<file path="config.mk">
export PLATFORM = sky130hd
export DESIGN_NAME = pwm_ctrl_input
export DESIGN_NICKNAME = d
export VERILOG_FILES = /design/src/rtl/pwm_ctrl_input.sv
export SDC_FILE = /design/constraint.sdc
export NUM_CORES = 1
export LEC_CHECK = 0
export ABC_AREA = 1
export BUFFER_PORTS_ARGS = -buffer_cell sky130_fd_sc_hd__buf_4
export CAP_MARGIN = 20
export CORE_MARGIN = 4
export CORE_UTILIZATION = 53
export CTS_CLUSTER_SIZE = 20
export DETAILED_ROUTE_END_ITERATION = 8
export GPL_TIMING_DRIVEN = 0
export PLACE_DENSITY = 0.74
export SYNTH_ARGS = -nofsm -noshare
export SYNTH_HDL_FRONTEND = slang
export SYNTH_SLANG_ARGS = --single-unit
</file>
<file path="constraint.sdc">
create_clock -name i_clk -period 1.4 [get_ports i_clk]
set_input_delay 0.21 -clock i_clk [delete_from_list [all_inputs] [get_ports i_clk]]
set_output_delay 0.21 -clock i_clk [all_outputs]
set_load 0.005 [all_outputs]
</file>
<file path="src/rtl/pwm_ctrl_input.sv">
`default_nettype none
// ============================================================================
//  Module      : pwm_ctrl_input
//  Description : Front-panel controller for the PWM generator. Synchronises
//                and debounces UP/DN/FREQ pushbuttons, steps the duty code
//                with auto-repeat on UP/DN, cycles the frequency select on
//                FREQ, and pulses o_update when either output changes.
//  Revision    : 1.0 - initial release
// ============================================================================
module pwm_ctrl_input #(
   parameter int DEBOUNCE_CYCLES = 16,
   parameter int REPEAT_DELAY    = 64,
   parameter int REPEAT_RATE     = 16,
   parameter int DUTY_MAX        = 10
) (
   input  logic       i_clk,
   input  logic       i_rst,
   input  logic       i_btn_up,
   input  logic       i_btn_dn,
   input  logic       i_btn_freq,
   output logic [3:0] o_duty,
   output logic [1:0] o_freq,
   output logic       o_update
);

   localparam int                c_DW       = (DEBOUNCE_CYCLES > 2) ? $clog2(DEBOUNCE_CYCLES) : 1;
   localparam logic [c_DW-1:0]   c_DLAST    = c_DW'(DEBOUNCE_CYCLES - 1);
   localparam int                c_HW       = $clog2(REPEAT_DELAY + 1);
   localparam logic [c_HW-1:0]   c_HDELAY   = c_HW'(REPEAT_DELAY);
   // Reloading to DELAY-RATE+1 makes the counter hit DELAY again RATE cycles later.
   localparam logic [c_HW-1:0]   c_HRELOAD  = c_HW'(REPEAT_DELAY - REPEAT_RATE + 1);
   localparam logic [3:0]        c_DUTY_MAX = 4'(DUTY_MAX);

   // Button index: 0 = UP, 1 = DN, 2 = FREQ.
   logic [2:0] w_raw;
   logic [2:0] w_db;
   logic [2:0] w_press;
   logic [1:0] w_rep;

   assign w_raw = {i_btn_freq, i_btn_dn, i_btn_up};

   generate
      for (genvar gi = 0; gi < 3; gi++) begin : g_btn
         logic            r_s1;
         logic            r_s2;
         logic            r_db;
         logic            r_db_q;
         logic [c_DW-1:0] r_dcnt;

         // Two-FF synchroniser followed by a stability-run debouncer.
         always_ff @(posedge i_clk) begin
            if (i_rst) begin
               r_s1   <= 1'b0;
               r_s2   <= 1'b0;
               r_db   <= 1'b0;
               r_db_q <= 1'b0;
               r_dcnt <= '0;
            end else begin
               r_s1   <= w_raw[gi];
               r_s2   <= r_s1;
               r_db_q <= r_db;
               if (r_s2 == r_db) begin
                  r_dcnt <= '0;
               end else if (r_dcnt == c_DLAST) begin
                  r_db   <= r_s2;
                  r_dcnt <= '0;
               end else begin
                  r_dcnt <= r_dcnt + 1'b1;
               end
            end
         end

         assign w_db[gi]    = r_db;
         assign w_press[gi] = r_db & ~r_db_q;
      end
   endgenerate

   generate
      for (genvar gi = 0; gi < 2; gi++) begin : g_rep
         logic [c_HW-1:0] r_hcnt;

         assign w_rep[gi] = w_db[gi] && (r_hcnt == c_HDELAY);

         // Hold counter: idle while released, fires a repeat at DELAY then every RATE.
         always_ff @(posedge i_clk) begin
            if (i_rst || !w_db[gi]) begin
               r_hcnt <= '0;
            end else if (w_rep[gi]) begin
               r_hcnt <= c_HRELOAD;
            end else begin
               r_hcnt <= r_hcnt + 1'b1;
            end
         end
      end
   endgenerate

   logic       w_up_step;
   logic       w_dn_step;
   logic [3:0] w_duty_nxt;
   logic [1:0] w_freq_nxt;

   // Step arbitration: simultaneous UP and DN cancel; duty saturates at both ends.
   always_comb begin
      w_up_step  = w_press[0] | w_rep[0];
      w_dn_step  = w_press[1] | w_rep[1];
      w_duty_nxt = o_duty;
      w_freq_nxt = o_freq;
      if (w_up_step && !w_dn_step && (o_duty < c_DUTY_MAX)) begin
         w_duty_nxt = o_duty + 4'd1;
      end else if (w_dn_step && !w_up_step && (o_duty != 4'd0)) begin
         w_duty_nxt = o_duty - 4'd1;
      end
      if (w_press[2]) begin
         w_freq_nxt = o_freq + 2'd1;
      end
   end

   // Output registers; o_update flags only real value changes.
   always_ff @(posedge i_clk) begin
      if (i_rst) begin
         o_duty   <= 4'd0;
         o_freq   <= 2'd0;
         o_update <= 1'b0;
      end else begin
         o_duty   <= w_duty_nxt;
         o_freq   <= w_freq_nxt;
         o_update <= (w_duty_nxt != o_duty) || (w_freq_nxt != o_freq);
      end
   end

endmodule
`default_nettype wire

</file>
# ---- Yosys cells after proc, flatten, opt, wreduce, memory -nomap -nowiden
# Index checks and enable logic that the tools add are counted.
dict set report totals {
  regBits 45
  out_inout_bits 7
  word_cells 79
}
dict set report op_classes {
  addsub 8
  n_lt_le_gt_ge 1
  eq_ne 10
  mux 5
  bitwise_logic 11
  reduce_logical 22
}
# operator count
set op_table {}
lappend op_table {{adder 4 x 1 -> 4 bit, second input constant} 4}
lappend op_table {{adder 7 x 1 -> 7 bit, second input constant} 2}
lappend op_table {{== test 7 bit, second input constant} 2}
lappend op_table {{== test 4 bit, second input constant} 3}
lappend op_table {{two-way mux 6 bit} 2}
lappend op_table {{OR reduction 3 bit} 3}
lappend op_table {{two-way mux 4 bit} 2}
lappend op_table {{logical AND 1 bit} 6}
lappend op_table {{inverter 1 bit} 6}
lappend op_table {{AND reduction 2 bit} 3}
lappend op_table {{logical NOT 1 bit} 4}
lappend op_table {{less-than comparator 4 bit, second input constant} 1}
lappend op_table {{inequality test 4 bit} 1}
lappend op_table {{nonzero test 4 bit} 1}
lappend op_table {{OR reduction 2 bit} 2}
lappend op_table {{subtractor 4 x 1 -> 4 bit, second input constant} 1}
lappend op_table {{AND 1 bit} 3}
lappend op_table {{== test 1 bit} 3}
lappend op_table {{logical OR 1 bit} 3}
lappend op_table {{adder 2 x 1 -> 2 bit, second input constant} 1}
lappend op_table {{two-way mux 2 bit} 1}
lappend op_table {{inequality test 2 bit} 1}
lappend op_table {{bitwise OR 1 bit} 2}

# ---- Longest topological paths before layout
# Gate-level depths: netlist of run 1.
dict set report depth {
  depth_word 10
  ltp_mapped 12
  mapped_depth_nobuf 12
}

# ---- Worst setup path after synthesis of run 1
# Ideal clock, no wire load.
dict set report synth_path {
  path_kind {register to register}
  start {register g_rep[0].r_hcnt[0]}
  end {register o_duty[1]}
  arrival_time_ps 1259
  required_ps 1291
  setup_slack_ps 32
  stages_incl_launch_ff 13
  path_buffers 0
  synth_period_minus_slack_ps 1368
  cell_sequence {dfxtp_1 > inv_1 > ha_1 > inv_1 > nor2_1 > nand2_2 > nor2_8 > nor2_4 > nand3_4 > nand2_1 > nand3_1 > nand2_1 > inv_1}
}
dict set report synth_between {
  elab_chain_cells 8
  elab_cells_between_ends 10
}
# element line_no
set synth_rtl {}
lappend synth_rtl {{start, declared} 80} ;# logic [c_HW-1:0] r_hcnt;
lappend synth_rtl {{start signal, assigned} 89} ;# r_hcnt <= c_HRELOAD;
lappend synth_rtl {{start signal, assigned} 91} ;# r_hcnt <= r_hcnt + 1'b1;
lappend synth_rtl {{== test 7 bit *} 82} ;# assign w_rep[gi] = w_db[gi] && (r_hcnt == c_HDELAY);
lappend synth_rtl {{logical AND 1 bit *} 82}
lappend synth_rtl {{bitwise OR 1 bit *} 104} ;# w_up_step = w_press[0] | w_rep[0];
lappend synth_rtl {{logical NOT 1 bit} 110} ;# end else if (w_dn_step && !w_up_step && (o_duty != 4'd0)) begin
lappend synth_rtl {{logical AND 1 bit (2 in a row)} 110}
lappend synth_rtl {{two-way mux 4 bit} 110}
lappend synth_rtl {{two-way mux 4 bit *} 108} ;# if (w_up_step && !w_dn_step && (o_duty < c_DUTY_MAX)) begin
lappend synth_rtl {{end signal, assigned} 125} ;# o_duty <= w_duty_nxt;
lappend synth_rtl {{end, declared} 21} ;# output logic [3:0] o_duty,
# Mark *: on every way between the ends. The rest lies on a longest branch, timed or not.
# A chain may end at the register's enable or synchronous reset.

# ---- Worst setup path after layout of run 1
dict set report layout_path {
  start {register g_rep[0].r_hcnt[0]}
  end {register o_duty[3]}
}
# Same word-level chain as after synthesis.

==> summary.txt, run 1 <==
Route
  • Via-to-Cell Ratio: 4.665
  • DR WL/cell: 9.671 µm
  • DR pass1 iterations: 4
  • Antenna-violating nets left: 0
  • Via count: 1,488
  • Routed WL: 3085 µm
  • Iter 0 DRT Violations: 31
  • DRC Markers: 0

Min path
  • Hold path start: i_btn_freq
  • HP Class: primary input to flop

Power and ir drop
  • Internal power: 0.001656 W
  • Clock power share: 37.5%
  • Leak Pwr: 1.006 nW
  • Switch share: 22.09%
  • Combinational power share: 1.7%
  • Maximum vdd drop: 0.5653 mV
  • PD cells: 906.7 mW/mm²
  • Sequential power share: 60.8%
  • P_sw: 0.0004697 W

Synthesis
  • Yosys top cell by area: dfxtp_1
  • Register bit total from synthesis: 45
  • Post-synth top area share: 44.58%
  • Yosys warns: 0
  • Cells after Synth: 248
  • Register area share after synthesis: 44.58%
  • Syn Area/Cell: 8.148 µm²
  • Distinct cell type count of the synthesized netlist: 32
  • Area contributors post-synth: dfxtp_1 45%, inv_1 7.1%, nand2_1 6.7%
  • Syn Std Cell Area: 0.002021 mm²
  • Post-Syn Nets: 262

Worst setup path
  • Worst Path Max Fanout: 6
  • Crit path kind: flop to flop
  • Required @ worst endpoint: 1.64 ns
  • CP endpoint kind: flop
  • Worst r2r src: g_rep[0].r_hcnt[0]
  • Critical Path AT: 1.70 ns
  • Critical Path Start Type: flop
  • Critical Path Source: g_rep[0].r_hcnt[0]

Timing
  • Clock skew: 0.001523 ns
  • Hold Vio Cnt, Final: 0
  • Unrepaired setup endpoints after global routing: true
  • Setup Viol. Count Final: 5
  • Slew @ Worst Pin: 0.5281 ns
  • Period minus WS final: 1.460 ns
  • PnR worst setup slack: -0.05954 ns
  • Hold_ws: 0.1049 ns
  • Fin. max-slew vios: 0
  • Worst rel slew slack: 64.80%
  • Period utilization: 104.3%
  • Max Clock Freq: 685.1 MHz

Global routing
  • GR Util met1: 16.53%
  • Vias in the first global route: 1,336
  • Grt ovf: 0
  • Met2 Resource Use GR: 22.88%
  • Largest net degree at the start of global routing: 16
  • Initial antenna violation count: 0
  • Layer with the highest usage: met2
  • First-pass GRT wire length: 5492 µm
  • Met3 global-route usage: 4.783%
  • Gr usage total: 13.91%

Layout
  • Fill cell total of the finished layout: 319
  • Share of post-route cells with drive strength above 1: 23.62%
  • ANT cells: 0
  • Final nets: 284
  • Final Cell Area: 0.002345 mm²
  • Layout area overhead: 16.04%

Clocking
  • Clock sink count: 45
  • CTS Buf Count: 5
  • Worst skew pair latency: 0.30 ns
  • CTS tree: yes
  • H-tree levels: 2
  • Clk slew on worst S/H paths: 0.08 ns
  • Clock Tree Buf Depth: 2
  • CTS root buf: clkbuf_8

Place
  • IO buf count: 11
  • Placed Area: 0.002163 mm²
  • Final HPWL DP: 2327 µm
  • Routability Congestion: 0.8139

Flow run
  • Max-cap check violation count: 0

Floorplanning
  • Placeable Area: 0.003661 mm²
  • Die boundary width: 69.75 µm
  • Starting Density: 55.19%
  • IO Pins: 12
  • Die Height: 69.75 µm
  • Core Rows: 22
  • DIE AREA: 0.004864 mm²

Status
  • Status: finished, violations left
  • Failing checks: negative setup slack
## registers in the layout (all words and copies together), names as in the netlist
signal / flops
g_rep.r_hcnt: 14
g_btn.r_dcnt: 12
o_duty: 4
g_btn.r_db: 3
g_btn.r_db_q: 3
g_btn.r_s1: 3
g_btn.r_s2: 3
o_freq: 2
o_update: 1
## worst paths after layout
check	end	slack (ns)	cells past startpoint
setup reg to reg	o_duty[3]	-0.06	11
hold / removal	g_btn[2].r_s1	0.10	3
hold reg to reg	g_btn[0].r_s2	0.41	2
setup / recovery	o_duty[3]	-0.06	11
## power by group through the flow
stage               clock, W  combinational (W)  sequential [W]
floorplan                  0          0.0000214         0.00132
global placement           0          0.0000367         0.00132
detailed placement         0          0.0000372         0.00132
CTS                 0.000831          0.0000370         0.00129
global route        0.000875          0.0000430         0.00129
finish              0.000797          0.0000370         0.00129
## placed cells by master (no fill, tap or decap), drive strengths merged
cell type  Yosys  routed
clkinv         0       1
nand4          3       3
or2            1       1
ha             9       9
xnor2          2       2
nor2          44      44
buf            1      16
nor3b          4       4
dfxtp         45      45
clkinvlp       0       1
nor3           6       6
a21oi         11      11
nor4           1       1
nand3         16      16
a31oi          2       2
xor2          10      10
o21ai          8       8
or3            1       1
inv           42      43
nand2         41      41
clkbuf         1       6
## cell type report
| cell class | instances | area (µm²) | share of cell area, % |
|---|---|---|---|
| multi-input combinational | 159 | 1005 | 42.85 |
| sequential | 45 | 908.4 | 38.74 |
| inverter | 42 | 160.2 | 6.830 |
| timing repair buffer | 15 | 112.6 | 4.803 |
| clock buffer | 5 | 68.82 | 2.935 |
| tap | 48 | 60.06 | 2.561 |
| clock inverter | 3 | 21.27 | 0.9072 |
| buffer | 2 | 8.758 | 0.3735 |
## cell usage after synthesis (all sizes together)
| cell | instances |
|---|---|
| xnor2 | 2 |
| nor3b | 4 |
| or2 | 1 |
| nand2 | 41 |
| nor2 | 44 |
| xor2 | 10 |
| o21ai | 8 |
| nand3 | 16 |
| nor3 | 6 |
| nor4 | 1 |
| inv | 42 |
| dfxtp | 45 |
| clkbuf | 1 |
| buf | 1 |
| a21oi | 11 |
| a31oi | 2 |
| ha | 9 |
| or3 | 1 |
| nand4 | 3 |
## per-layer routing
layer | wire [µm] | share of wire [%] | up-vias
met1 | 1463 | 47 | 656
met2 | 1453 | 47 | 10
met3 | 105 | 3.4 | 6
met4 | 63 | 2.0 | 0
li1 | - | - | 816
met5 | 0 | 0 | -
## worst max-delay path, stage by stage (launching register included)
cell and delay [ns]:
dfxtp_2 0.35, inv_2 0.05, ha_4 0.16, inv_4 0.05, nor2_4 0.03, nand2_4 0.08, nor2_8 0.04, nor2_4 0.19
nand3_4 0.16, nand2_2 0.10, nand3_2 0.07, a21oi_2 0.13
## per-stage QoR
| step | total power [W] | setup TNS [ns] | std cells | utilization (%) | setup WS (ns) |
|---|---|---|---|---|---|
| CTS | 0.002162 | -0.2941 | 318 | 62.92 | -0.07893 |
| detailed placement | 0.001362 | -0.4551 | 307 | 59.09 | -0.1232 |
| global route | 0.002212 | -0.6815 | 319 | 64.05 | -0.1470 |
| finish | 0.002126 | -0.1886 | 319 | 64.05 | -0.05954 |
| floorplan | 0.001345 | 0 | 248 | - | 0.03229 |
| global placement | 0.001361 | -0.3525 | 307 | 59.09 | -0.09275 |
## kinds of logic after synthesis
| group | Yosys count | synth area share, % |
|---|---|---|
| buf+inv | 44 | 8.235 |
| flops | 45 | 44.58 |
| compound gates | 21 | 6.068 |
| fa+ha+maj | 9 | 5.573 |
| simple gates | 117 | 30.34 |
| xor+xnor | 12 | 5.201 |
## timing repair
| item | CTS | global route |
|---|---|---|
| pin swaps | 8 | 10 |
| gates resized for setup | 11 | 12 |
| endpoints found under the setup margin | 5 | 7 |
| hold endpoints to repair | 0 | 0 |
| hold buffers | 0 | 0 |
| buffers inserted | 3 | 1 |
| gates cloned | 0 | 0 |
(Power assumes the default switching activity.)
==> run 2, diff against run 1 <==
SETUP_SLACK_MARGIN = 0.3   (was unset)
==> summary.txt, run 2 (synthesis gave the netlist of run 1 again) <==
Place
  • IO buf count: 11 (unchanged)
  • Final HPWL DP: 2322 µm (-0.22%)
  • Place WS: -0.09130 ns (+0.03192 ns)
  • Routability Congestion: 0.8536 (+4.9%)
  • Placed Area: 0.002180 mm² (+0.75%)

Timing
  • Fin. max-slew vios: 0 (unchanged)
  • PnR worst setup slack: -0.07085 ns (-0.01131 ns)
  • Period minus WS final: 1.471 ns (+0.01131 ns)
  • Hold_ws: 0.1198 ns (+0.01491 ns)
  • Clock skew: 0.007418 ns (+0.005895 ns)
  • Period utilization: 105.1% (+0.81 points)
  • Max Clock Freq: 679.9 MHz (-0.77%)
  • Worst rel slew slack: 65.99% (+1.2 points)
  • Unrepaired setup endpoints after global routing: true
  • Slew @ Worst Pin: 0.5101 ns (-0.01792 ns)
  • Hold Vio Cnt, Final: 0 (unchanged)
  • Setup Viol. Count Final: 3 (-2)

Floorplanning
  • Die Height: 69.75 µm (unchanged)
  • Core Rows: 22 (unchanged)
  • Placeable Area: 0.003661 mm² (unchanged)
  • DIE AREA: 0.004864 mm² (unchanged)
  • Die boundary width: 69.75 µm (unchanged)
  • Starting Density: 55.19% (unchanged)
  • IO Pins: 12 (unchanged)

Worst setup path
  • Critical Path AT: 1.66 ns (-0.04 ns)
  • Critical Path Start Type: flop
  • R2R cell count: 12 (+1)
  • CP endpoint kind: flop
  • Flop2flop setup slack: -0.07 ns (about the same)
  • Slowest-stage cell, CP: dfxtp_2
  • Crit path kind: flop to flop
  • Worst r2r src: g_rep[0].r_hcnt[0]
  • Crit-path cells: inv_2, ha_4, inv_2, nor2_2, nand2_2, nor2_8, nor2_4, nand3_4, nand2_1, nand3_1, nand2_1, inv_1
  • Required @ worst endpoint: 1.59 ns (-0.05 ns)
  • Worst reg2reg endpoint: o_duty[1]
  • Worst Path Max Fanout: 6 (unchanged)
  • Max stage delay on crit path: 0.34 ns (about the same)
  • Critical Path Source: g_rep[0].r_hcnt[0]

Route
  • Via-to-Cell Ratio: 4.917 (+5.4%)
  • Via count: 1,598 (+7.4%)
  • Antenna-violating nets left: 0 (unchanged)
  • DR WL/cell: 11.51 µm (+19%)
  • DR pass1 iterations: 4 (unchanged)
  • Iter 0 DRT Violations: 44 (+42%)
  • DRC Markers: 0 (unchanged)
  • Routed WL: 3740 µm (+21%)

Global routing
  • Vias in the first global route: 1,417 (+6.1%)
  • Gr usage total: 14.38% (+0.47 points)
  • First-pass GRT wire length: 5754 µm (+4.8%)
  • Initial antenna violation count: 0 (unchanged)
  • Grt ovf: 0 (unchanged)
  • Largest net degree at the start of global routing: 15 (-1)

Min path
  • Hold path start: i_btn_up
  • HP Class: primary input to flop
  • End of the worst hold path: g_btn[0].r_s1
  • Hold depth: 3 (unchanged)

Flow run
  • Max-cap check violation count: 0 (unchanged)

Clocking
  • H-tree levels: 2 (unchanged)
  • CTS tree: yes
  • Clk slew on worst S/H paths: 0.08 ns (about the same)
  • Clock Tree Buf Depth: 2 (unchanged)
  • CTS Buf Count: 5 (unchanged)
  • Clock sink count: 45 (unchanged)
  • Worst skew pair latency: 0.29 ns (about the same)
  • CTS root buf: clkbuf_8

Layout
  • Largest regs: g_rep.r_hcnt x14, g_btn.r_dcnt x12, o_duty x4
  • ANT cells: 0 (unchanged)
  • Share of post-route cells with drive strength above 1: 40.07% (+16 points)
  • Commonest cells after routing, fill and taps aside: 35 x dfxtp_1, 30 x nor2_1, 29 x inv_1, 26 x nand2_1, 18 x buf_4
  • Commonest non-fill, non-tap cell in the layout: dfxtp_1
  • Fill cell total of the finished layout: 282 (-12%)
  • Layout area overhead: 32.26%
  • Largest Register: g_rep.r_hcnt
  • Number of flip-flops in the largest register: 14 (unchanged)
  • Final Cell Area: 0.002673 mm² (+14%)
  • Final nets: 290 (+2.1%)

Power and ir drop
  • Maximum vdd drop: 0.6634 mV (+17%)
  • PD cells: 858.4 mW/mm² (-5.3%)
  • Leak Pwr: 1.139 nW (+13%)
  • Power Total: 0.002294 W (+7.9%)

Status
  • Failing checks: negative setup slack
  • Status: finished, violations left
[run 2: timing repair]
item / in CTS / in global routing
resized for setup: 25 / 55
pin swaps: 13 / 16
setup endpoints to repair: 20 / 30
hold buffers: 0 / 0
setup buffers: 3 / 7
[run 2: metrics by stage]
stage          TNS (ns)  std cells  utilization [%]
2_1_floorplan         0        248                -
3_3_place_gp    -0.2880        307            59.54
3_5_place_dp    -0.3383        307            59.54
4_1_cts         -0.1808        318            65.65
5_1_grt         -0.6630        325            73.00
6_report        -0.1554        325            73.00
[run 2: area by class of cell]
cell class / instances / area (µm²) / area share, %
Multi-Input combinational cell: 159 / 1245 / 46.58
Sequential cell: 45 / 915.9 / 34.27
Timing Repair Buffer: 21 / 168.9 / 6.320
Inverter: 42 / 162.7 / 6.086
Clock buffer: 6 / 72.57 / 2.715
Tap cell: 48 / 60.06 / 2.247
Clock inverter: 2 / 38.79 / 1.451
Buffer: 2 / 8.758 / 0.3277
[run 2: power by group]
part           leakage (nW)  total [W]  internal (W)  switching, W
Combinational         0.715  0.0000443     0.0000177     0.0000265
Sequential            0.369    0.00129       0.00129    0.00000557
Clock                0.0554   0.000957      0.000536      0.000421
[run 2: worst max-delay path by stage]
stage / depth (start not counted) / endpoint
final: 12 / o_duty[1]
after global placement: 11 / o_duty[1]
after detailed placement: 11 / o_duty[1]
after CTS: 12 / o_duty[1]
after floorplan: 12 / o_duty[1]
after global routing: 11 / o_duty[3]
[run 2: metal layers]
layer	GRT usage, %	vias up	routed length (µm)
li1	-	833	-
met1	15.85	733	1581
met2	25.21	21	1958
met3	4.638	11	115
met4	6.170	0	85
met5	0	-	0
[run 2: critical path: cells and delay by family, from the launching register on]
kind / cells / cell delay, ns
simple gates: 8 / 0.76
buf+inv: 3 / 0.12
flops: 1 / 0.34
fa+ha+maj: 1 / 0.15
==> run 3, diff against run 2 <==
SKIP_CTS_REPAIR_TIMING = 1   (was unset)
==> summary.txt, run 3 (synthesis gave the netlist of run 1 again) <==
Timing
  • Slew @ Worst Pin: 0.4859 ns (-0.02426 ns)
  • Hold Vio Cnt, Final: 0 (unchanged)
  • Unrepaired setup endpoints after global routing: true
  • Fin. max-slew vios: 0 (unchanged)
  • PnR worst setup slack: -0.08244 ns (-0.01159 ns)
  • Period utilization: 105.9% (+0.83 points)
  • Total Neg Setup Slack: -0.2409 ns (-0.08542 ns)
  • Worst rel slew slack: 67.61% (+1.6 points)
  • Clock skew: 0.009932 ns (+0.002514 ns)
  • Period minus WS final: 1.482 ns (+0.01159 ns)
  • Setup Viol. Count Final: 4 (+1)
  • Max Clock Freq: 674.6 MHz (-0.78%)
  • Hold_ws: 0.1196 ns (-0.0002160 ns)

Worst setup path
  • Critical Path End: o_update
  • CP endpoint kind: flop
  • Crit path kind: flop to flop
  • R2R cell count: 12 (unchanged)
  • Critical Path Source: g_rep[0].r_hcnt[0]
  • Critical Path Start Type: flop
  • Worst Path Max Fanout: 5 (-1)
  • Worst r2r src: g_rep[0].r_hcnt[0]
  • Worst reg2reg endpoint: o_update
  • Critical Path AT: 1.68 ns (+0.02 ns)
  • Flop2flop setup slack: -0.08 ns (about the same)
  • Required @ worst endpoint: 1.60 ns (about the same)

Clocking
  • Clock sink count: 45 (unchanged)
  • H-tree levels: 2 (unchanged)
  • CTS root buf: clkbuf_8
  • CTS tree: yes
  • Clock Tree Buf Depth: 2 (unchanged)
  • CTS Buf Count: 5 (unchanged)
  • Worst skew pair latency: 0.29 ns (about the same)
  • Clk slew on worst S/H paths: 0.09 ns (about the same)

Layout
  • Layout area overhead: 31.89%
  • ANT cells: 0 (unchanged)
  • Layout Cells excl Fill: 326 (+0.31%)
  • Commonest cells after routing, fill and taps aside: 36 x dfxtp_1, 29 x inv_1, 29 x nor2_1, 25 x nand2_1, 19 x buf_4
  • Largest regs: g_rep.r_hcnt x14, g_btn.r_dcnt x12, o_duty x4
  • Number of flip-flops in the largest register: 14 (unchanged)
  • Largest Register: g_rep.r_hcnt
  • Share of post-route cells with drive strength above 1: 40.29% (+0.22 points)
  • Final nets: 291 (+0.34%)
  • Commonest non-fill, non-tap cell in the layout: dfxtp_1

Floorplanning
  • Placeable Area: 0.003661 mm² (unchanged)
  • Die boundary width: 69.75 µm (unchanged)
  • Core Rows: 22 (unchanged)
  • Starting Density: 55.19% (unchanged)
  • IO Pins: 12 (unchanged)
  • Die Height: 69.75 µm (unchanged)
  • DIE AREA: 0.004864 mm² (unchanged)

Route
  • Iter 0 DRT Violations: 37 (-16%)
  • Antenna-violating nets left: 0 (unchanged)
  • Routed WL: 3543 µm (-5.3%)
  • DR pass1 iterations: 4 (unchanged)
  • DRC Markers: 0 (unchanged)
  • DR WL/cell: 10.87 µm (-5.6%)
  • Via count: 1,572 (-1.6%)
  • Via-to-Cell Ratio: 4.822 (-1.9%)

Min path
  • Hold depth: 3 (unchanged)
  • HP Class: primary input to flop

Place
  • IO buf count: 11 (unchanged)
  • Final HPWL DP: 2322 µm (unchanged)
  • Routability Congestion: 0.8536 (unchanged)
  • Placed cell count: 307 (unchanged)
  • Place WS: -0.09130 ns (unchanged)

Flow run
  • Max-cap check violation count: 0 (unchanged)

Power and ir drop
  • Power Total: 0.002301 W (+0.31%)
  • Maximum vdd drop: 0.6616 mV (-0.27%)
  • Leak Pwr: 1.139 nW (about the same)
  • PD cells: 863.4 mW/mm² (+0.59%)

Global routing
  • Largest net degree at the start of global routing: 15 (unchanged)
  • Gr usage total: 13.62% (-0.76 points)
  • Initial antenna violation count: 0 (unchanged)
  • First-pass GRT wire length: 5464 µm (-5.0%)
  • Vias in the first global route: 1,384 (-2.3%)
  • Grt ovf: 0 (unchanged)

Status
  • Failing checks: negative setup slack
  • Status: finished, violations left
-- run 3: final cells by class --
cell class	count	area (µm²)
Buffer	2	8.758
Clock buffer	6	72.57
Clock inverter	2	38.79
Fill cell	285	996.0
Inverter	42	162.7
Multi-Input combinational cell	159	1229
Sequential cell	45	917.1
Tap cell	48	60.06
Timing Repair Buffer	22	176.4
-- run 3: worst min path at each step --
stage	start	to
detailed placement	g_btn[0].r_s1	g_btn[0].r_s2
finish	i_btn_up	g_btn[0].r_s1
global placement	g_btn[0].r_s1	g_btn[0].r_s2
global route	i_btn_up	g_btn[0].r_s1
floorplan	i_rst	g_btn[1].r_db_q
CTS	i_btn_up	g_btn[0].r_s1
-- run 3: stage by stage --
step           area, µm²  util, %
2_1_floorplan       2037        -
3_3_place_gp        2180    59.54
3_5_place_dp        2180    59.54
4_1_cts             2291    62.58
5_1_grt             2665    72.80
6_report            2665    72.80
-- run 3: worst max-delay path: stages (launching register included) --
cell	delay (ns)
dfxtp_2	0.33
inv_2	0.07
ha_4	0.13
inv_2	0.03
nor2_2	0.09
nand2_2	0.10
nor2_8	0.13
nor2_4	0.07
nand3_4	0.09
buf_4	0.12
nand2_2	0.04
o21ai_2	0.13
inv_1	0.05
-- run 3: report_power, final --
part | total [W] | leakage (nW) | switching [W] | internal [W]
clock | 0.000967 | 0.0554 | 0.000431 | 0.000536
sequential | 0.00129 | 0.369 | 0.00000528 | 0.00129
combinational | 0.0000434 | 0.715 | 0.0000260 | 0.0000174
total | 0.00230 | 1.14 | 0.000462 | 0.00184
-- run 3: routing by layer --
metal  track usage (%)  vias to the layer above  wire length [µm]
met5                 0                        -                 0
met4             6.170                        0                75
met3             4.493                        8               114
met2             23.52                       28              1812
met1             15.12                      708              1541
li1                  -                      828                 -
